`src/rtl/sd_card_pkg.sv`:
```
// Shared types, constants and the serial CRC7 step for the SD card CMD-line responder.
package sd_card_pkg;

    typedef enum logic [2:0] {
        StIdle,
        StRecv,
        StCheck,
        StWaitNcr,
        StSend
    } state_e;

    localparam int unsigned CmdLen   = 48;
    localparam int unsigned CrcWidth = 7;
    localparam logic [CrcWidth-1:0] CrcPoly = 7'h09;

    // One MSB-first step of x^7 + x^3 + 1.
    function automatic logic [CrcWidth-1:0] crc7_next(input logic [CrcWidth-1:0] crc,
                                                      input logic din);
        logic fb;
        fb = crc[CrcWidth-1] ^ din;
        return {crc[CrcWidth-2:0], 1'b0} ^ (fb ? CrcPoly : '0);
    endfunction

endpackage

```
`src/rtl/sd_crc7.sv`:
```
// Serial CRC7 accumulator; clear together with enable starts a fresh CRC that includes bit_i.
module sd_crc7
    import sd_card_pkg::*;
(
    input  logic                clk_i,
    input  logic                rst_i,
    input  logic                clr_i,
    input  logic                en_i,
    input  logic                bit_i,
    output logic [CrcWidth-1:0] crc_o
);

    logic [CrcWidth-1:0] crc_q, crc_d, crc_base;

    always_comb begin
        crc_base = clr_i ? '0 : crc_q;
        crc_d    = crc_base;
        if (en_i) begin
            crc_d = crc7_next(crc_base, bit_i);
        end
    end

    always_ff @(posedge clk_i) begin
        if (rst_i) begin
            crc_q <= '0;
        end else begin
            crc_q <= crc_d;
        end
    end

    assign crc_o = crc_q;

endmodule

```
`src/rtl/sd_card_cmd_responder.sv`:
```
// SD card CMD-line endpoint: receives 48-bit host commands and answers with R1 responses.
// Optional SD_CARD_RSP_CRC_INJECT_EN adds rsp_crc_inject_i to invert the response CRC.
module sd_card_cmd_responder
    import sd_card_pkg::*;
#(
    parameter int unsigned NcrCycles = 2,
    parameter logic [63:0] NoRspMask = 64'h1
) (
    input  logic        clk_i,
    input  logic        rst_i,
    input  logic        sd_clk_en_i,
    input  logic        sd_cmd_i,
    output logic        sd_cmd_o,
    output logic        sd_cmd_en_o,
    input  logic [31:0] card_status_i,
`ifdef SD_CARD_RSP_CRC_INJECT_EN
    input  logic        rsp_crc_inject_i,
`endif
    output logic        cmd_valid_o,
    output logic [5:0]  cmd_index_o,
    output logic [31:0] cmd_arg_o,
    output logic        cmd_err_o,
    output logic        busy_o
);

    localparam logic [5:0] NcrLast = 6'(NcrCycles - 1);

    state_e        state_q, state_d;
    logic [46:0]   rx_q, rx_d;
    logic [5:0]    bit_cnt_q, bit_cnt_d;
    logic [5:0]    ncr_cnt_q, ncr_cnt_d;
    logic [38:0]   tx_q, tx_d;
    logic          inject_q, inject_d;
    logic          cmd_q, cmd_d;
    logic          cmd_en_q, cmd_en_d;
    logic          valid_q, valid_d;
    logic          err_q, err_d;
    logic [5:0]    index_q, index_d;
    logic [31:0]   arg_q, arg_d;

    logic                rx_crc_clr, rx_crc_en;
    logic                tx_crc_clr, tx_crc_en, tx_crc_bit;
    logic [CrcWidth-1:0] rx_crc, tx_crc;
    logic [2:0]          crc_sel;
    logic                rx_pass;
    logic                inject_in;

`ifdef SD_CARD_RSP_CRC_INJECT_EN
    assign inject_in = rsp_crc_inject_i;
`else
    assign inject_in = 1'b0;
`endif

    sd_crc7 u_rx_crc (
        .clk_i (clk_i),
        .rst_i (rst_i),
        .clr_i (rx_crc_clr),
        .en_i  (rx_crc_en),
        .bit_i (sd_cmd_i),
        .crc_o (rx_crc)
    );

    sd_crc7 u_tx_crc (
        .clk_i (clk_i),
        .rst_i (rst_i),
        .clr_i (tx_crc_clr),
        .en_i  (tx_crc_en),
        .bit_i (tx_crc_bit),
        .crc_o (tx_crc)
    );

    // rx_q holds frame bits 46..0 once the end bit is in; the start bit is implicitly 0.
    assign rx_pass = rx_q[46] && (rx_crc == rx_q[7:1]) && rx_q[0];
    assign crc_sel = 3'(6'd46 - bit_cnt_q);

    always_comb begin
        state_d    = state_q;
        rx_d       = rx_q;
        bit_cnt_d  = bit_cnt_q;
        ncr_cnt_d  = ncr_cnt_q;
        tx_d       = tx_q;
        inject_d   = inject_q;
        cmd_d      = cmd_q;
        cmd_en_d   = cmd_en_q;
        valid_d    = 1'b0;
        err_d      = 1'b0;
        index_d    = index_q;
        arg_d      = arg_q;
        rx_crc_clr = 1'b0;
        rx_crc_en  = 1'b0;
        tx_crc_clr = 1'b0;
        tx_crc_en  = 1'b0;
        tx_crc_bit = 1'b0;

        unique case (state_q)
            StIdle: begin
                if (sd_clk_en_i && !sd_cmd_i) begin
                    rx_crc_clr = 1'b1;
                    rx_crc_en  = 1'b1;
                    bit_cnt_d  = 6'd1;
                    state_d    = StRecv;
                end
            end
            StRecv: begin
                if (sd_clk_en_i) begin
                    rx_d      = {rx_q[45:0], sd_cmd_i};
                    rx_crc_en = (bit_cnt_q < 6'd40);
                    bit_cnt_d = bit_cnt_q + 6'd1;
                    if (bit_cnt_q == 6'(CmdLen - 1)) begin
                        state_d = StCheck;
                    end
                end
            end
            StCheck: begin
                if (rx_pass) begin
                    valid_d   = 1'b1;
                    index_d   = rx_q[45:40];
                    arg_d     = rx_q[39:8];
                    ncr_cnt_d = '0;
                    state_d   = NoRspMask[rx_q[45:40]] ? StIdle : StWaitNcr;
                end else begin
                    err_d   = 1'b1;
                    state_d = StIdle;
                end
            end
            StWaitNcr: begin
                if (sd_clk_en_i) begin
                    if (ncr_cnt_q == NcrLast) begin
                        // Start bit goes out now and also seeds the response CRC.
                        tx_d       = {1'b0, index_q, card_status_i};
                        inject_d   = inject_in;
                        cmd_en_d   = 1'b1;
                        cmd_d      = 1'b0;
                        tx_crc_clr = 1'b1;
                        tx_crc_en  = 1'b1;
                        bit_cnt_d  = 6'd1;
                        state_d    = StSend;
                    end else begin
                        ncr_cnt_d = ncr_cnt_q + 6'd1;
                    end
                end
            end
            StSend: begin
                if (sd_clk_en_i) begin
                    bit_cnt_d = bit_cnt_q + 6'd1;
                    if (bit_cnt_q < 6'd40) begin
                        cmd_d      = tx_q[38];
                        tx_d       = {tx_q[37:0], 1'b0};
                        tx_crc_en  = 1'b1;
                        tx_crc_bit = tx_q[38];
                    end else if (bit_cnt_q < 6'd47) begin
                        cmd_d = tx_crc[crc_sel] ^ inject_q;
                    end else if (bit_cnt_q == 6'd47) begin
                        cmd_d = 1'b1;
                    end else begin
                        cmd_en_d = 1'b0;
                        cmd_d    = 1'b1;
                        state_d  = StIdle;
                    end
                end
            end
            default: state_d = StIdle;
        endcase
    end

    always_ff @(posedge clk_i) begin
        if (rst_i) begin
            state_q   <= StIdle;
            rx_q      <= '0;
            bit_cnt_q <= '0;
            ncr_cnt_q <= '0;
            tx_q      <= '0;
            inject_q  <= 1'b0;
            cmd_q     <= 1'b1;
            cmd_en_q  <= 1'b0;
            valid_q   <= 1'b0;
            err_q     <= 1'b0;
            index_q   <= '0;
            arg_q     <= '0;
        end else begin
            state_q   <= state_d;
            rx_q      <= rx_d;
            bit_cnt_q <= bit_cnt_d;
            ncr_cnt_q <= ncr_cnt_d;
            tx_q      <= tx_d;
            inject_q  <= inject_d;
            cmd_q     <= cmd_d;
            cmd_en_q  <= cmd_en_d;
            valid_q   <= valid_d;
            err_q     <= err_d;
            index_q   <= index_d;
            arg_q     <= arg_d;
        end
    end

    assign sd_cmd_o    = cmd_q;
    assign sd_cmd_en_o = cmd_en_q;
    assign cmd_valid_o = valid_q;
    assign cmd_err_o   = err_q;
    assign cmd_index_o = index_q;
    assign cmd_arg_o   = arg_q;
    assign busy_o      = (state_q != StIdle);

endmodule

```
`config.mk`:
```
export PLATFORM = sky130hd
export DESIGN_NAME = sd_card_cmd_responder
export DESIGN_NICKNAME = d
export VERILOG_FILES = /design/src/rtl/sd_card_pkg.sv /design/src/rtl/sd_crc7.sv /design/src/rtl/sd_card_cmd_responder.sv
export SDC_FILE = /design/constraint.sdc
export NUM_CORES = 1
export LEC_CHECK = 0
export CAP_MARGIN = 25
export CORE_ASPECT_RATIO = 1.75
export CORE_MARGIN = 3
export CORE_UTILIZATION = 63
export CTS_CLUSTER_SIZE = 16
export DETAILED_ROUTE_END_ITERATION = 10
export DONT_BUFFER_PORTS = 1
export PLACE_DENSITY = 0.79
export SLEW_MARGIN = 20
export SYNTH_ARGS = -nofsm -noshare
export SYNTH_HDL_FRONTEND = slang
export SYNTH_SLANG_ARGS = --single-unit
```
`constraint.sdc`:
```
create_clock -name clk_i -period 2.41 [get_ports clk_i]
set_input_delay 0.482 -clock clk_i [delete_from_list [all_inputs] [get_ports clk_i]]
set_output_delay 0.482 -clock clk_i [all_outputs]
set_load 0.1 [all_outputs]
```
---- Word-level counts from Yosys, hierarchy flattened ----
Memories as Yosys holds them, arrays and structs flattened. A register that Yosys moved wholly into a read port is not among the register bits.
Index checks and enable logic that the tools add are counted.
storage, ports and cells
  bits in read-only memories .............. 64
  bits of input ports ..................... 36
  memories ................................ 1
  logic and storage cells ................. 130
  output and inout bits ................... 43
  register bits after elaboration ......... 157
cells by class
  reductions and logical operators ........ 19
  $add $sub $neg .......................... 3
  bitwise gates (word level) .............. 5
  equal/unequal tests ..................... 20
  order comparisons ....................... 4
  muxes and demuxes ....................... 65
memory list
  memory           depth  bits a word  rd ports  clocked after memory_dff  wr ports  RTL line                      text
  (no name shown)  64     1            1         1                         0         sd_card_cmd_responder.sv:120  state_d = NoRspMask[rx_q[45:40]] ? StIdle : StWaitNcr;
operator list
  cell                                                count
  2-to-1 mux 39 bit                                   4
  one-hot mux 39 bit (2 select lines)                 1
  2-to-1 mux 6 bit                                    9
  2-to-1 mux 7 bit                                    4
  2-to-1 mux 3 bit                                    9
  2-to-1 mux 1 bit                                    26
  inequality test 2 bit, second input constant        12
  one-hot mux 6 bit (3 select lines)                  1
  one-hot mux 3 bit (5 select lines)                  1
  bitwise XOR 7 bit                                   2
  adder 6 x 1 -> 6 bit, second input constant         2
  < comparator 6 bit, second input constant           2
  one-hot mux 6 bit (2 select lines)                  1
  AND reduction 5 bit                                 2
  AND reduction 9 bit                                 1
  2-to-1 mux 4 bit                                    2
  one-hot mux 1 bit (2 select lines)                  4
  AND reduction 4 bit                                 2
  == test 7 bit                                       1
  < comparator 6 x 7 -> 1 bit, second input constant  1
  AND reduction 7 bit                                 1
  == test 3 x 2 -> 1 bit, second input constant       2
  == test 6 x 1 -> 1 bit, second input constant       1
  == test 6 bit, second input constant                1
  16 further kinds                                    24

---- Longest topological paths before layout ----
Gate-level depths: netlist of the first run.
  depth after elaboration ................. 9
  mapped depth ............................ 8
  depth with buffers taken out ............ 7

---- Hierarchy ----
From an unflattened synthesis of the first run, not the netlist that was laid out.
second synthesis, totals
  cell total of the unflattened synthesis .. 789
  area, all modules ....................... 6,602.6 µm²
modules (own cells, without submodules)
  module                 area an instance (µm²)  instances  cells an instance  sequential area each (µm²)
  sd_card_cmd_responder  5,949.5                 1          721                2,882.8
  sd_crc7                326.6                   2          34                 140.1

---- Worst setup path after synthesis of the first run ----
No wires, ideal clock.
  path type ............................... register -> register
  start ................................... register ncr_cnt_q[0]
  end ..................................... register u_tx_crc.crc_q[3] (netlist: u_tx_crc.crc_o[3])
  required time ........................... 2.317 ns
  period minus slack after synthesis ...... 2.044 ns
  buffers on the path ..................... 0
  arrival ................................. 1.951 ns
  setup slack ............................. 0.366 ns
  setup time .............................. 0.093 ns
  cell stages (with the launch flop) ...... 7
  cell sequence ........................... dfxtp_1 -> ha_1 -> or4b_4 -> nor3_1 -> nor2_1 -> xnor2_1 -> o32ai_1
on the way
  longest elaborated chain between the ends .. 9
  elaborated cells on any way between the ends .. 10
  those cells by class .................... eq/ne (1); mux (7); bitwise (2)
ends and longest elaborated chain
  element                   RTL line                      text
  from (decl)               sd_card_cmd_responder.sv:31   logic [5:0] ncr_cnt_q, ncr_cnt_d;
  from (signal assigned)    sd_card_cmd_responder.sv:184  ncr_cnt_q <= ncr_cnt_d;
  == test 6 x 1 -> 1 bit *  sd_card_cmd_responder.sv:128  if (ncr_cnt_q == NcrLast) begin
  2-to-1 mux 1 bit *        sd_card_cmd_responder.sv:128
  2-to-1 mux 1 bit *        sd_card_cmd_responder.sv:127  if (sd_clk_en_i) begin
  2-to-1 mux 1 bit          sd_card_cmd_responder.sv:95   unique case (state_q)
  2-to-1 mux 7 bit          sd_crc7.sv:16                 crc_base = clr_i ? '0 : crc_q;
  bitwise XOR 1 bit         sd_card_pkg.sv:20             fb = crc[CrcWidth-1] ^ din;
  2-to-1 mux 4 bit          sd_card_pkg.sv:21             return {crc[CrcWidth-2:0], 1'b0} ^ (fb ? CrcPoly : '0);
  bitwise XOR 7 bit         sd_card_pkg.sv:21
  2-to-1 mux 7 bit *        sd_crc7.sv:18                 if (en_i) begin
  to (signal assigned)      sd_crc7.sv:27                 crc_q <= crc_d;
  to (decl)                 sd_crc7.sv:13                 logic [CrcWidth-1:0] crc_q, crc_d, crc_base;
Mark *: on every way between the ends. The rest lies on a longest branch, timed or not.
A chain may end at the register's enable or synchronous reset.

---- Final worst setup path of the first run ----
  start ................................... register ncr_cnt_q[0]
  end ..................................... register bit_cnt_q[1]
on the way
  longest elaborated chain between the ends .. 3
ends and longest elaborated chain
  element                          RTL line                      text
  == test 6 x 1 -> 1 bit           sd_card_cmd_responder.sv:128
  inequality test 2 bit (no line)  -
  AND reduction 5 bit (no line)    -
  to (signal assigned)             sd_card_cmd_responder.sv:183  bit_cnt_q <= bit_cnt_d;
  to (decl)                        sd_card_cmd_responder.sv:30   logic [5:0] bit_cnt_q, bit_cnt_d;
Every way passes these cells.

==> metrics.log, run 1 <==
INFO  metric run_status = completed
INFO  metric die_y = 143 um
INFO  metric maxCapViolations = 0
INFO  metric post_synth_instance_area = 6760 um2
INFO  metric max-clock-path-buffers = 2
INFO  metric synth_cell_types = 59
INFO  metric critical_path_required = 2.76 ns
INFO  metric critPathKind = flip-flop to flip-flop
INFO  metric placement.io_buffers = 0
INFO  metric drc_errors = 0
INFO  metric synth_cells = 779
INFO  metric synth_async_sr_flop_share = 0%
INFO  metric synth_top_area_share = 46.8%
INFO  metric hold_buffers = 0
INFO  metric arrival_time_of_the_worst_setup_path = 2.58 ns
INFO  metric critical_path.max_fanout = 7
INFO  metric cts_made_buffers = 17
INFO  metric globalRoute.totalOverflow = 0
INFO  metric placement.cell_area = 7090 um2
INFO  metric final.period_utilization = 92.5%
INFO  metric final_design_area_no_fill = 7710 um2
INFO  metric drtIter0Drc = 314
INFO  metric setup_tns = 0 ns
INFO  metric synth_top_flop_cell = sky130_fd_sc_hd__dfxtp_1
INFO  metric rows = 49
INFO  metric worstSetupStartpointType = flip-flop
INFO  metric clock_sinks = 158
INFO  metric tritoncts = done
INFO  metric p_sw = 1430 uW
INFO  metric first_global_vias = 5485
INFO  metric p_comb_share = 8.0%
INFO  metric h_tree_depth_reported_by_cts = 4
INFO  metric grt_pass1_wl = 23800 um
INFO  metric number_of_antenna_violations_at_the_first_check_in_global_routing = 0
INFO  metric syn_nets = 819
INFO  metric hold_viol = 0
INFO  metric drt.antenna.violating_nets = 0
INFO  metric synth-edff-count = 0
INFO  metric die_area = 12100 um2
INFO  metric global_route.usage.total = 24.0%
INFO  metric critical_path_top_delay_cell = sky130_fd_sc_hd__or4b_4
INFO  metric post-cts-setup-buffer-count = 0
INFO  metric grt_max_degree = 159
INFO  metric die_w = 84.3 um
INFO  metric vdd.ir_drop.worst = 696 uV
INFO  metric dr_total_vias = 5518
INFO  metric critical_path.cell_chain = ha_1 > or4b_4 > o31ai_1 > o2111ai_1 > or2_0 > a21oi_1
INFO  metric relative_contribution_of_the_clock_network_to_total_power = 46.7%
INFO  metric finalWirelength = 14500 um
INFO  metric initial_core_util = 65.2%
INFO  metric yosys_warnings = 0
INFO  metric synthTopCellsByCount = 196 x sky130_fd_sc_hd__nand2_1, 158 x sky130_fd_sc_hd__dfxtp_1, 105 x sky130_fd_sc_hd__a21oi_1
INFO  metric cts_repair_resize_count = 0
INFO  metric worst_slew_pin_slew = 0.609 ns
INFO  metric netlist_top_cells_area = sky130_fd_sc_hd__dfxtp_1 47%, sky130_fd_sc_hd__nand2_1 11%, sky130_fd_sc_hd__a21oi_1 7.8%
INFO  metric cts.root.buffer_cell = sky130_fd_sc_hd__clkbuf_16
INFO  metric power.density_cell_area = 771 nW/um2
INFO  metric synth.largest_area_cell = sky130_fd_sc_hd__dfxtp_1
INFO  metric antennaDiodeCount = 0
INFO  metric fmax = 0.449 GHz
INFO  metric power.switching_fraction = 24.0%
INFO  metric rsz0062_at_grt = no
INFO  metric power.sequential.fraction = 45.3%
INFO  metric timing.critical_path.slowest_cell_delay = 0.49 ns
INFO  metric hp-class = input pin to flip-flop
INFO  metric wire_per_inst = 15.5 um
INFO  metric dpl.hpwl = 9580 um
INFO  metric core_area = 10400 um2
INFO  metric final_net_count = 838
INFO  metric syn_to_final_growth = 14.1%
INFO  metric worstSetupEndpointType = flip-flop
INFO  metric pin_count = 79
INFO  metric fin_crit = 2.23 ns
INFO  metric report.final.setup_viol = 0
INFO  metric clkSlewWorstSetupHoldPaths = 0.06 ns
INFO  metric post_drt_via_cell_ratio = 5.88
INFO  metric avgSynthCellArea = 8.67 um2
INFO  metric drt_pre_antenna_iters = 5
INFO  metric clk-insertion-delay-late = 0.42 ns
INFO  metric cellInternalPower = 4520 uW
INFO  metric relSlewSlack = 59.4%
INFO  metric drive_gt1_share = 16.9%
INFO  metric synth_most_common_cell = sky130_fd_sc_hd__nand2_1
INFO  metric globalplace.congestion = 0.840
INFO  metric fin_worst_skew = 0.0109 ns
INFO  metric synth-seq-cells = 158
INFO  metric synth.yosys.seq_area_share = 46.8%
INFO  metric total_leakage_power = 0.00254 uW
INFO  metric maxSlewViolCount = 0
[state kept, by name, summed over array words and instances (netlist names), 3 cells and up, named ones only]
register	cells
bit_cnt_q	6
state_q	3
ncr_cnt_q	6
u_tx_crc.crc_o	7
rx_q	47
cmd_index_o	6
u_rx_crc.crc_o	7
cmd_arg_o	32
tx_q	39
[cell families after synthesis]
group / count (synthesis) / share of synthesized area [%]
fa+ha+maj: 4 / 0.741
mux: 44 / 6.72
buf+inv: 60 / 4.80
flops: 158 / 46.8
compound gates: 183 / 19.1
xor+xnor: 13 / 1.68
simple gates: 317 / 20.2
[cell type report]
class / instances / area (um2)
Multi-Input combinational cell: 561 / 3290
Clock inverter: 9 / 133
Fill cell: 750 / 2650
Inverter: 6 / 22.5
Tap cell: 127 / 159
Sequential cell: 158 / 3160
Clock buffer: 23 / 488
Timing Repair Buffer: 54 / 455
[worst max-delay path, delay by kind of cell (launching register included)]
kind	cells	cell delay, ns
adders and majority gates	1	0.18
DFF	1	0.41
and+or+nand+nor	2	0.81
AOI/OAI and AO/OA	3	0.76
[power groups by stage]
stage / registers (uW) / clock network [uW] / logic [uW]
after floorplan: 2720 / 0 / 432
after global placement: 2740 / 0 / 457
after detailed placement: 2750 / 0 / 473
after CTS: 2690 / 2800 / 474
after global routing: 2700 / 2900 / 514
final: 2690 / 2780 / 475
[cell usage in the layout (no fill, tap or decap), drive strengths merged, types with 3 or more instances in the layout]
| cell type | netlist | layout |
|---|---|---|
| or3 | 4 | 4 |
| xor2 | 9 | 9 |
| dfxtp | 158 | 158 |
| a211oi | 38 | 38 |
| and3 | 3 | 3 |
| nand3 | 13 | 13 |
| nor3 | 8 | 8 |
| nor2 | 60 | 60 |
| ha | 4 | 4 |
| buf | 25 | 54 |
| bufinv | 0 | 3 |
| clkinv | 0 | 4 |
| nand2b | 5 | 5 |
| nand2 | 196 | 196 |
| or4 | 4 | 4 |
| clkbuf | 29 | 23 |
| nand3b | 4 | 4 |
| mux2i | 42 | 42 |
| a21oi | 105 | 105 |
| or2 | 8 | 8 |
| nor4 | 3 | 3 |
| xnor2 | 4 | 4 |
| o21ai | 13 | 13 |
| inv | 6 | 6 |
[metal layers]
metal / routed length (um) / GRT usage (%) / up-vias
li1: - / - / 2713
met1: 5450 / 25.1 / 2601
met2: 7950 / 44.2 / 161
met3: 680 / 5.20 / 43
met4: 429 / 12.7 / 0
met5: 0 / 0 / -
[per-stage QoR]
stage	power, uW	util (%)	setup WS, ns	std cells	hold WS, ns
after detailed placement	3220	68.4	0.227	906	0.444
after global placement	3200	68.4	0.332	906	0.439
after global routing	6110	74.4	0.0915	938	0.139
final	5940	74.4	0.181	938	0.163
after CTS	5970	74.4	0.213	938	0.129
after floorplan	3160	-	0.366	779	0.432
[final timing paths]
path	from	end	slack, ns	cells past startpoint
worst min-delay path	rst_i	bit_cnt_q[2]	0.16	1
worst min register to register	cmd_arg_o[25]	cmd_arg_o[25]	0.45	2
worst max-delay path	ncr_cnt_q[0]	bit_cnt_q[1]	0.18	6
worst max register to register	ncr_cnt_q[0]	bit_cnt_q[1]	0.18	6
Note: power is estimated with default switching activity, not from simulation.
==> run 2, diff against run 1 <==
--- a/config.mk
+++ b/config.mk
@@ -12,7 +12,7 @@
 export CTS_CLUSTER_SIZE = 16
 export DETAILED_ROUTE_END_ITERATION = 10
 export DONT_BUFFER_PORTS = 1
-export PLACE_DENSITY = 0.79
+export PLACE_DENSITY = 0.89
 export SLEW_MARGIN = 20
 export SYNTH_ARGS = -nofsm -noshare
 export SYNTH_HDL_FRONTEND = slang
==> constraint.sdc (replaced) <==
create_clock -name clk_i -period 2.41 [get_ports clk_i]
set_input_delay 0.3615 -clock clk_i [delete_from_list [all_inputs] [get_ports clk_i]]
set_output_delay 0.3615 -clock clk_i [all_outputs]
set_load 0.1 [all_outputs]
==> run 2 against run 1 <==
  * Wire length up 5.0%
  * Via count up 0.47%
  * Combinational power grew 1%
  * Fmax shrank 1.9%
  * Non-clock buffer count stayed put
  * Final cell count shrank 0.32%
  * Clock-buffer cell count is 4 lower
  * Critical path depth increased by 2
  * Hold slack lost 0.15 ns
  * Setup slack worse by 0.043 ns
  * Sequential power is essentially flat
==> metrics.log, run 2 (synthesis results as in run 1) <==
INFO  metric fmax = 0.440 GHz (-1.9%)
INFO  metric use_met1 = 26.0% (+0.86 points)
INFO  metric drtIter0Drc = 540 (+72%)
INFO  metric die_w = 84.3 um (unchanged)
INFO  metric maxCapViolations = 0 (unchanged)
INFO  metric critical_path.max_fanout = 50 (+43)
INFO  metric fin_crit = 2.27 ns (+0.0430 ns)
INFO  metric power.sequential.fraction = 47.1% (+1.8 points)
INFO  metric min-delay-start = rst_i
INFO  metric clkSlewWorstSetupHoldPaths = 0.06 ns (about the same)
INFO  metric finalWirelength = 15200 um (+5.0%)
INFO  metric layout.cells.most_common_list = 196 x sky130_fd_sc_hd__nand2_1, 157 x sky130_fd_sc_hd__dfxtp_1, 105 x sky130_fd_sc_hd__a21oi_1
INFO  metric grt_max_degree = 159 (unchanged)
INFO  metric global_route.usage.total = 25.8% (+1.8 points)
INFO  metric max_flop_register = rx_q
INFO  metric placement.io_buffers = 0 (unchanged)
INFO  metric relative_contribution_of_the_clock_network_to_total_power = 44.6% (-2.1 points)
INFO  metric clock_sinks = 158 (unchanged)
INFO  metric multi_input_gate_area = 3290 um2 (unchanged)
INFO  metric clk-insertion-delay-late = 0.42 ns (about the same)
INFO  metric antennaDiodeCount = 0 (unchanged)
INFO  metric hold_viol = 0 (unchanged)
INFO  metric critPathKind = flip-flop to flip-flop
INFO  metric rows = 49 (unchanged)
INFO  metric post-cts-setup-buffer-count = 0 (unchanged)
INFO  metric relSlewSlack = 55.8% (-3.6 points)
INFO  metric globalRoute.totalOverflow = 0 (unchanged)
INFO  metric pin_count = 79 (unchanged)
INFO  metric power.density_cell_area = 750 nW/um2 (-2.7%)
INFO  metric cellInternalPower = 4310 uW (-4.6%)
INFO  metric initial_core_util = 65.2% (unchanged)
INFO  metric drt_pre_antenna_iters = 5 (unchanged)
INFO  metric first_global_vias = 5483 (-0.036%)
INFO  metric post_drt_via_cell_ratio = 5.93 (+0.79%)
INFO  metric hp-class = input pin to flip-flop
INFO  metric largest_register_ff_count = 47 (unchanged)
INFO  metric drt.antenna.violating_nets = 0 (unchanged)
INFO  metric global_route.peak_usage_layer = met2
INFO  metric die_y = 143 um (unchanged)
INFO  metric grtUsageMet2 = 48.5% (+4.3 points)
INFO  metric cts_repair_resize_count = 0 (unchanged)
INFO  metric setup_tns = 0 ns (unchanged)
INFO  metric cts.root.buffer_cell = sky130_fd_sc_hd__clkbuf_16
INFO  metric drive_gt1_share = 16.8% (-0.061 points)
INFO  metric arrival_time_of_the_worst_setup_path = 2.61 ns (+0.03 ns)
INFO  metric critical_path_required = 2.75 ns (about the same)
INFO  metric core_area = 10400 um2 (unchanged)
INFO  metric total_leakage_power = 0.00250 uW (-1.4%)
INFO  metric max-clock-path-buffers = 2 (unchanged)
INFO  metric die_area = 12100 um2 (unchanged)
INFO  metric met3_track_demand_over_resource_in_global_routing = 6.35% (+1.2 points)
INFO  metric worst_slew_pin_slew = 0.662 ns (+0.0532 ns)
INFO  metric final_net_count = 838 (unchanged)
INFO  metric layout.area.seq = 3160 um2 (about the same)
INFO  metric power.switching_fraction = 24.7% (+0.73 points)
INFO  metric hold_buffers = 0 (unchanged)
INFO  metric tritoncts = done
INFO  metric worstSetupEndpointType = flip-flop
INFO  metric setup.worst_path.start = ncr_cnt_q[1]
INFO  metric layout_commonest_cell = sky130_fd_sc_hd__nand2_1
INFO  metric wire_per_inst = 16.3 um (+5.3%)
INFO  metric fin_worst_skew = 0.00702 ns (-0.00392 ns)
INFO  metric report.final.setup_viol = 0 (unchanged)
INFO  metric cts_made_buffers = 17 (unchanged)
INFO  metric p_sw = 1410 uW (-0.74%)
INFO  metric grt_pass1_wl = 25100 um (+5.4%)
INFO  metric globalplace.congestion = 0.889 (+5.9%)
INFO  metric worstSetupStartpointType = flip-flop
INFO  metric timing.rr.start = ncr_cnt_q[1]
INFO  metric drc_errors = 0 (unchanged)
INFO  metric rsz0062_at_grt = no
INFO  metric layout.filler_cells = 643 (-14%)
INFO  metric dpl.hpwl = 9970 um (+4.1%)
INFO  metric maxSlewViolCount = 0 (unchanged)
INFO  metric syn_to_final_growth = 12.9%
INFO  metric number_of_antenna_violations_at_the_first_check_in_global_routing = 0 (unchanged)
INFO  metric run_status = completed
INFO  metric placement.cell_area = 7060 um2 (-0.35%)
INFO  metric dr_total_vias = 5544 (+0.47%)
INFO  metric final_design_area_no_fill = 7630 um2 (-1.0%)
INFO  metric h_tree_depth_reported_by_cts = 4 (unchanged)
INFO  metric final.period_utilization = 94.3% (+1.8 points)
INFO  metric vdd.ir_drop.worst = 677 uV (-2.7%)
INFO  metric p_comb_share = 8.4% (+0.4 points)
[run 2: final cells by class]
cell class | instances | area share [%]
multi-input cells | 561 | 43.1
flip-flops and latches | 158 | 41.5
clock buffers | 19 | 5.81
repair buffers | 54 | 5.69
well taps | 127 | 2.08
clock inverters | 10 | 1.56
inverters | 6 | 0.295
[run 2: final timing paths]
| check | cells after the start | endpoint | slack [ns] |
|---|---|---|---|
| worst min register to register | 2 | cmd_arg_o[25] | 0.45 |
| worst max register to register | 8 | tx_q[20] | 0.14 |
| worst min-delay path | 1 | tx_q[8] | 0.009 |
| worst max-delay path | 8 | tx_q[20] | 0.14 |
[run 2: critical path, stage by stage (launching register included)]
cell                       delay [ns]
sky130_fd_sc_hd__dfxtp_1         0.33
sky130_fd_sc_hd__inv_1           0.08
sky130_fd_sc_hd__ha_1            0.13
sky130_fd_sc_hd__or4b_4          0.49
sky130_fd_sc_hd__or2_4           0.28
sky130_fd_sc_hd__o21ai_4         0.24
sky130_fd_sc_hd__buf_12          0.29
sky130_fd_sc_hd__nor2_1          0.10
sky130_fd_sc_hd__a211oi_2        0.23
[run 2: metrics by stage]
stage / hold slack (ns) / setup WS, ns / std cells / util, % / total power, uW
after floorplan: 0.432 / 0.366 / 779 / - / 3160
after global placement: 0.440 / 0.269 / 906 / 68.2 / 3200
after detailed placement: 0.442 / 0.106 / 906 / 68.2 / 3220
after CTS: 0.00570 / 0.0956 / 935 / 73.6 / 5740
after global routing: 0.00369 / 0.0325 / 935 / 73.6 / 5890
final: 0.00853 / 0.138 / 935 / 73.6 / 5720
[run 2: per-layer routing]
| layer | wire (um) | part of all wire [%] |
|---|---|---|
| met1 | 5510 | 36 |
| met2 | 8580 | 56 |
| met3 | 617 | 4.1 |
| met4 | 525 | 3.4 |
| met5 | 0 | 0 |
[run 2: power groups by stage]
stage | Sequential (uW) | Clock, uW | Combinational [uW]
CTS | 2690 | 2580 | 477
detailed placement | 2750 | 0 | 470
floorplan | 2720 | 0 | 432
global placement | 2740 | 0 | 453
finish | 2690 | 2550 | 480
global route | 2700 | 2670 | 526
==> run 3, diff against run 2 <==
--- a/config.mk
+++ b/config.mk
@@ -16,4 +16,5 @@
 export SLEW_MARGIN = 20
 export SYNTH_ARGS = -nofsm -noshare
 export SYNTH_HDL_FRONTEND = slang
+export SYNTH_HIERARCHICAL = 1
 export SYNTH_SLANG_ARGS = --single-unit
==> run 3 against run 2 <==
  * Combinational power grew 22%
  * Utilization grew 2.7 points
  * Via count grew 3.3%
  * Final cell count grew 0.64%
  * Register-to-register slack lost 0.03 ns
  * Synthesized area shrank 2.3%
  * Clock power grew 11%
  * Critical path depth is the same
  * Global-route usage grew 1.2 points
  * Clock-buffer cell count is the same
  * Largest cell class unchanged
  * Largest power group is now clock
==> metrics.log, run 3 <==
INFO  metric run_status = completed
INFO  metric clkSlewWorstSetupHoldPaths = 0.06 ns (about the same)
INFO  metric dpl.hpwl = 9620 um (-3.5%)
INFO  metric r2r-end = u_tx_crc/crc_o[3]
INFO  metric hp-class = input pin to flip-flop
INFO  metric finalHoldWorstSlack = 0.0268 ns (+0.0183 ns)
INFO  metric vdd.ir_drop.worst = 695 uV (+2.7%)
INFO  metric r2r.worst_path.cells = 8 (unchanged)
INFO  metric met3_track_demand_over_resource_in_global_routing = 5.52% (-0.83 points)
INFO  metric layout.cells.most_common_list = 186 x sky130_fd_sc_hd__nand2_1, 158 x sky130_fd_sc_hd__dfxtp_1, 102 x sky130_fd_sc_hd__a21oi_1
INFO  metric critical_path_required = 2.71 ns (-0.04 ns)
INFO  metric max-clock-path-buffers = 2 (unchanged)
INFO  metric worst_slack = 0.106 ns (-0.0323 ns)
INFO  metric arrival_time_of_the_worst_setup_path = 2.61 ns (about the same)
INFO  metric largest_register_ff_count = 47 (unchanged)
INFO  metric crit_buf_inv = 2 (unchanged)
INFO  metric synth_top_flop_cell = sky130_fd_sc_hd__dfxtp_1
INFO  metric worstSetupEndpointType = flip-flop
INFO  metric regToRegSetupSlack = 0.11 ns (-0.03 ns)
INFO  metric grt_max_degree = 167 (+5.0%)
INFO  metric synth-seq-cells = 158 (unchanged)
INFO  metric final.period_utilization = 95.6% (+1.3 points)
INFO  metric post_synth_instance_area = 6600 um2 (-2.3%)
INFO  metric core_area = 10000 um2 (-3.2%)
INFO  metric synthTopCellsByCount = 186 x sky130_fd_sc_hd__nand2_1, 158 x sky130_fd_sc_hd__dfxtp_1, 102 x sky130_fd_sc_hd__a21oi_1
INFO  metric final_net_count = 842 (+0.48%)
INFO  metric setup.worst_path.start = ncr_cnt_q[1]
INFO  metric critical_path.max_fanout = 11 (-78%)
INFO  metric power.density_cell_area = 799 nW/um2 (+6.5%)
INFO  metric globalplace.congestion = 0.843 (-5.2%)
INFO  metric multi_input_gate_area = 3190 um2 (-3.0%)
INFO  metric dr_total_vias = 5727 (+3.3%)
INFO  metric clk-insertion-delay-late = 0.42 ns (about the same)
INFO  metric post_layout_cell_count = 941 (+0.64%)
INFO  metric die_area = 11800 um2 (-2.2%)
INFO  metric h_tree_depth_reported_by_cts = 4 (unchanged)
INFO  metric synth.largest_area_cell = sky130_fd_sc_hd__dfxtp_1
INFO  metric syn_nets = 828 (+1.1%)
INFO  metric maxSlewViolCount = 0 (unchanged)
INFO  metric layout.filler_cells = 609 (-5.3%)
INFO  metric post_drt_via_cell_ratio = 6.09 (+2.6%)
INFO  metric cts.root.buffer_cell = sky130_fd_sc_hd__clkbuf_16
INFO  metric rows = 48 (-2.0%)
INFO  metric first_global_vias = 5776 (+5.3%)
INFO  metric drtIter0Drc = 493 (-8.7%)
INFO  metric placement.io_buffers = 0 (unchanged)
INFO  metric synth-edff-count = 0 (unchanged)
INFO  metric relSlewSlack = 66.5% (+11 points)
INFO  metric synth.yosys.seq_area_share = 47.9% (+1.1 points)
INFO  metric worst_slew_pin_slew = 0.502 ns (-0.160 ns)
INFO  metric syn_to_final_growth = 15.9%
INFO  metric wire_per_inst = 16.8 um (+3.0%)
INFO  metric drc_errors = 0 (unchanged)
INFO  metric timing.critical_path.slowest_cell_delay = 0.49 ns (about the same)
INFO  metric drt_pre_antenna_iters = 7 (+2)
INFO  metric clock_sinks = 158 (unchanged)
INFO  metric tritoncts = done
INFO  metric fin_worst_skew = 0.0118 ns (+0.00480 ns)
INFO  metric antennaDiodeCount = 0 (unchanged)
INFO  metric critical_path.cell_chain = inv_2 > ha_1 > or4b_4 > nor3_2 > o21a_2 > buf_4 > nand2_1 > o311ai_1
INFO  metric number_of_antenna_violations_at_the_first_check_in_global_routing = 0 (unchanged)
INFO  metric report.final.setup_viol = 0 (unchanged)
INFO  metric synth_cells = 789 (+1.3%)
INFO  metric globalRoute.totalOverflow = 0 (unchanged)
INFO  metric cp_top_family = simple AND/OR/NAND/NOR gates
INFO  metric synth_most_common_cell = sky130_fd_sc_hd__nand2_1
INFO  metric critPathKind = flip-flop to flip-flop
INFO  metric grtUsageMet2 = 50.9% (+2.4 points)
INFO  metric avgSynthCellArea = 8.37 um2 (-3.5%)
INFO  metric use_met1 = 28.4% (+2.4 points)
INFO  metric synth_async_sr_flop_share = 0% (unchanged)
INFO  metric pin_count = 79 (unchanged)
INFO  metric drive_gt1_share = 12.7% (-4.1 points)
INFO  metric global_route.usage.total = 27.0% (+1.2 points)
INFO  metric netlist_top_cells_area = sky130_fd_sc_hd__dfxtp_1 48%, sky130_fd_sc_hd__nand2_1 11%, sky130_fd_sc_hd__a21oi_1 7.7%
INFO  metric die_y = 141 um (-1.1%)
INFO  metric number_of_cells_on_the_critical_path = 8 (unchanged)
INFO  metric synth_cell_types = 55 (-6.8%)
INFO  metric worstSetupStartpointType = flip-flop
INFO  metric cts_made_buffers = 17 (unchanged)
INFO  metric total_leakage_power = 0.00263 uW (+4.9%)
INFO  metric min-delay-start = rst_i
INFO  metric layout_commonest_cell = sky130_fd_sc_hd__nand2_1
INFO  metric grt_pass1_wl = 26400 um (+5.2%)
INFO  metric fmax = 0.434 GHz (-1.4%)
INFO  metric global_route.peak_usage_layer = met2
INFO  metric yosys_warnings = 6 (+6)
INFO  metric max_flop_register = rx_q
INFO  metric critical_path_top_delay_cell = sky130_fd_sc_hd__or4b_4
INFO  metric placement.setup.worst_slack = 0.127 ns (+0.0212 ns)
INFO  metric die_w = 83.4 um (-1.1%)
INFO  metric fin_crit = 2.30 ns (+0.0323 ns)
INFO  metric dp.cells = 907 (+0.11%)
INFO  metric initial_core_util = 65.8% (+0.61 points)
INFO  metric layout.area.seq = 3160 um2 (about the same)
INFO  metric timing.rr.start = ncr_cnt_q[1]
INFO  metric crit_path_end = u_tx_crc/crc_o[3]
INFO  metric finalWirelength = 15800 um (+3.7%)
INFO  metric drt.antenna.violating_nets = 0 (unchanged)
INFO  metric maxCapViolations = 0 (unchanged)
INFO  metric hold_viol = 0 (unchanged)
INFO  metric synth_top_area_share = 47.9% (+1.1 points)
==> run 3: logic make-up after synthesis <==
group,Yosys count,synth area share (%)
XOR/XNOR,9,1.19
flip-flops,158,47.9
AO/OA/AOI/OAI,182,17.1
adder cells (fa/ha/maj),3,0.569
buffers and inverters,68,4.42
multiplexers,50,7.58
AND/OR/NAND/NOR,319,21.2
==> run 3: worst min-delay path by stage <==
| stage | to | slack (ns) | cells after the start |
|---|---|---|---|
| CTS | bit_cnt_q[1] | 0.01 | 1 |
| global route | rx_q[8] | 0.02 | 1 |
| global placement | cmd_index_o[1] | 0.44 | 2 |
| finish | rx_q[8] | 0.03 | 1 |
| floorplan | rx_q[46] | 0.44 | 2 |
| detailed placement | cmd_index_o[1] | 0.44 | 2 |
==> run 3: metrics by stage <==
| step | TNS [ns] | util (%) | total power [uW] | area, um2 |
|---|---|---|---|---|
| final | 0 | 76.3 | 6120 | 7650 |
| after global routing | -0.0192 | 76.3 | 6290 | 7650 |
| after CTS | 0 | 76.0 | 6090 | 7630 |
| after detailed placement | 0 | 69.4 | 3290 | 6960 |
| after global placement | 0 | 69.4 | 3260 | 6960 |
| after floorplan | 0 | - | 3210 | 6600 |
==> run 3: timing repair <==
action	4_1_cts	5_1_grt
pin swaps	0	1
cloned	1	0
endpoints found under the setup margin	1	7
hold buffers	0	0
buffers inserted	0	1
gates resized for setup	0	5
==> run 3: layout make-up <==
type | instances | area share [%]
Clock buffer | 19 | 5.79
Clock inverter | 13 | 2.44
Inverter | 8 | 0.392
Multi-Input combinational cell | 563 | 41.6
Sequential cell | 158 | 41.3
Tap cell | 125 | 2.04
Timing Repair Buffer | 55 | 6.38
==> run 3: where the power goes <==
group / internal (uW) / switching, uW / total (uW)
Clock: 1770 / 1070 / 2840
Combinational: 196 / 387 / 584
Sequential: 2640 / 52.3 / 2690
==> run 3: layer usage <==
metal  vias up  part of all wire, %
li1       2755                    -
met5         -                    0
met1      2700                   37
met3        41                  5.2
met2       231                   55
met4         0                  2.5
==> run 3: worst reg2reg max path, delay by kind of cell (launching register included) <==
kind / cells / cell delay [ns]
AND/OR/NAND/NOR: 3 / 0.83
AO/OA/AOI/OAI: 2 / 0.60
flip-flops: 1 / 0.35
buffers and inverters: 2 / 0.29
adder cells (fa/ha/maj): 1 / 0.12
==> RTL change, RTL diff (config.mk and constraints of run 2) <==
One comparison of `bit_cnt_q` changes from == to >=.
--- a/src/rtl/sd_card_cmd_responder.sv
+++ b/src/rtl/sd_card_cmd_responder.sv
@@ -150,7 +150,7 @@
                         tx_crc_bit = tx_q[38];
                     end else if (bit_cnt_q < 6'd47) begin
                         cmd_d = tx_crc[crc_sel] ^ inject_q;
-                    end else if (bit_cnt_q == 6'd47) begin
+                    end else if (bit_cnt_q >= 6'd47) begin
                         cmd_d = 1'b1;
                     end else begin
                         cmd_en_d = 1'b0;
Function: no difference found for any inputs over 10 cycles, from zero or initial values and one cycle with rst_i high; that may be too few to reach the edited logic, so the function may still have changed.
==> RTL change against run 2 <==
- via count down 5.6%
- sequential cell count unchanged
- setup slack better by 0.19 ns
- critical endpoint is now cmd_arg_o[21]
- synthesized area down 2.0%
- wire length down 4.9%
- non-clock buffer count up 1
- final cell count down 5.9%
- combinational power down 45%
- final area down 1.2%
- critical path type unchanged
- largest cell class is now registers
- hold slack better by 0.037 ns
- sequential share of layout area up 0.49 points
- global-route usage down 0.73 points
- total power down 4.5%
==> RTL change: results (changes against run 2) <==
- The worst-case register-to-register setup slack is 0.33 ns (+0.19 ns).
- The number of placed instances, taps included is 848 (-6.4%).
- The routed wire length on met3 is 638 µm (+3.4%).
- The worst hold path terminates at state_q[2].
- The maximum vdd drop is 0.622 mV (-8.2%).
- Sorting the synthesized cells by area gives the leading types as sky130_fd_sc_hd__dfxtp_1 48%, sky130_fd_sc_hd__mux2i_1 12%, sky130_fd_sc_hd__nand2_1 6.3%.
- The ratio of routed vias to standard cells is 5.95 (+0.29%).
- The mean post-synth cell area is 9.17 µm² (+5.7%).
- The number of DRC markers in iteration 0 is 347 (-36%).
- The net count after synthesis is 762 (-7.0%).
- The power consumed by combinational cells is 0.000265 W (-45%).
- The placed wire-length estimate after detailed placement is 9440 µm (-5.3%).
- The final weighted congestion in routability-driven placement is 0.862 (-3.0%).
- The pin count of the biggest net entering global routing is 147 (-7.5%).
- The global routing usage on met3 came to 6.45% (+0.099 points).
- The standard cell area after detailed placement is 6960 µm² (-1.4%).
- The number of distinct library cells after synthesis is 53 (-10%).
- The global routing usage on met2 came to 47.5% (-1.1 points).
- The ratio of cells with drive above 1 in the final layout is 15.6% (-1.2 points).
- The overall routing resource usage is 25.0% (-0.73 points).
- The routed metal-1 wire length was 5410 µm (-1.8%).
- The reported leakage power is 2.85 nW (+14%).
- By count the netlist is led by 158 x sky130_fd_sc_hd__dfxtp_1, 112 x sky130_fd_sc_hd__nand2_1, 96 x sky130_fd_sc_hd__nor2_1.
- The wire length of the first global-routing pass is 24400 µm (-3.0%).
- The fraction of synthesized area in multiplexers was 12.6% (+5.9 points).
- The run finished with clean final reports.
- The worst relative slew slack came to 48.5% (-7.3 points).
- In this run the critical register-to-register path is captured at cmd_arg_o[21].
- The wire length on met2 is 8100 µm (-5.7%).
- The total power divided by cell area is 725 nW/µm² (-3.4%).
- In this run the critical register-to-register path is launched from state_q[2].
- The worst reg2reg path depth is 6 (-2).
- The fraction of the mapped netlist area in adder cells came to 0.756% (+0.015 points).
- The number of global-route vias before repair is 5281 (-3.7%).
- The share of the yosys chip area belonging to registers is 47.8% (+0.96 points).
- The arrival time of data at the critical path endpoint came to 2.39 ns (-0.22 ns).
- The pre-CTS setup slack came to 0.353 ns (+0.247 ns).
- The wire length per cell after detailed routing is 16.5 µm (+1.1%).
- The net count reported at finish was 782 (-6.7%).
- The largest fanout on the critical path is 26 (-48%).
==> RTL change: cell types whose count changed after synthesis, sizes merged, moves of 4 or more <==
| cell | change |
|---|---|
| nand2 | -84 |
| a21oi | -45 |
| mux2i | +39 |
| nor2 | +36 |
| nor3 | +8 |
| xnor2 | +8 |
| or2 | -7 |
| buf | +4 |
| clkbuf | -4 |
| nand4 | +4 |
| o21ai | -4 |
==> RTL change: how the worst max path moves through the flow <==
stage                      start  slack, ns                 to  cells after the start
CTS                   state_q[2]       0.35      cmd_arg_o[21]                      6
global route          state_q[2]       0.19      cmd_arg_o[28]                      6
finish                state_q[2]       0.33      cmd_arg_o[21]                      6
global placement    bit_cnt_q[0]       0.47           sd_cmd_o                      5
floorplan             state_q[2]       0.48  u_rx_crc.crc_o[1]                      4
detailed placement    state_q[2]       0.35      cmd_arg_o[21]                      6
==> RTL change: area by class of cell <==
type / count / share of cell area (%)
clock buffer: 19 / 5.88
clock inverter: 13 / 1.74
inverter: 9 / 0.448
multi-input combinational: 501 / 41.6
sequential: 158 / 42.0
tap: 125 / 2.08
timing repair buffer: 55 / 6.31
==> RTL change: worst max-delay path: stages, from the launching register on <==
cell	delay [ns]
sky130_fd_sc_hd__dfxtp_1	0.44
sky130_fd_sc_hd__clkinv_1	0.15
sky130_fd_sc_hd__nand3_1	0.10
sky130_fd_sc_hd__or4_2	0.69
sky130_fd_sc_hd__buf_4	0.28
sky130_fd_sc_hd__mux2i_1	0.22
sky130_fd_sc_hd__nor2_1	0.06
==> RTL change: kinds of logic (layout without fill, tap and decap cells) <==
family / after synthesis / in the layout
xor+xnor: 19 / 19
simple gates: 268 / 268
mux: 82 / 82
buf+inv: 63 / 96
fa+ha+maj: 4 / 4
flops: 158 / 158
compound gates: 128 / 128
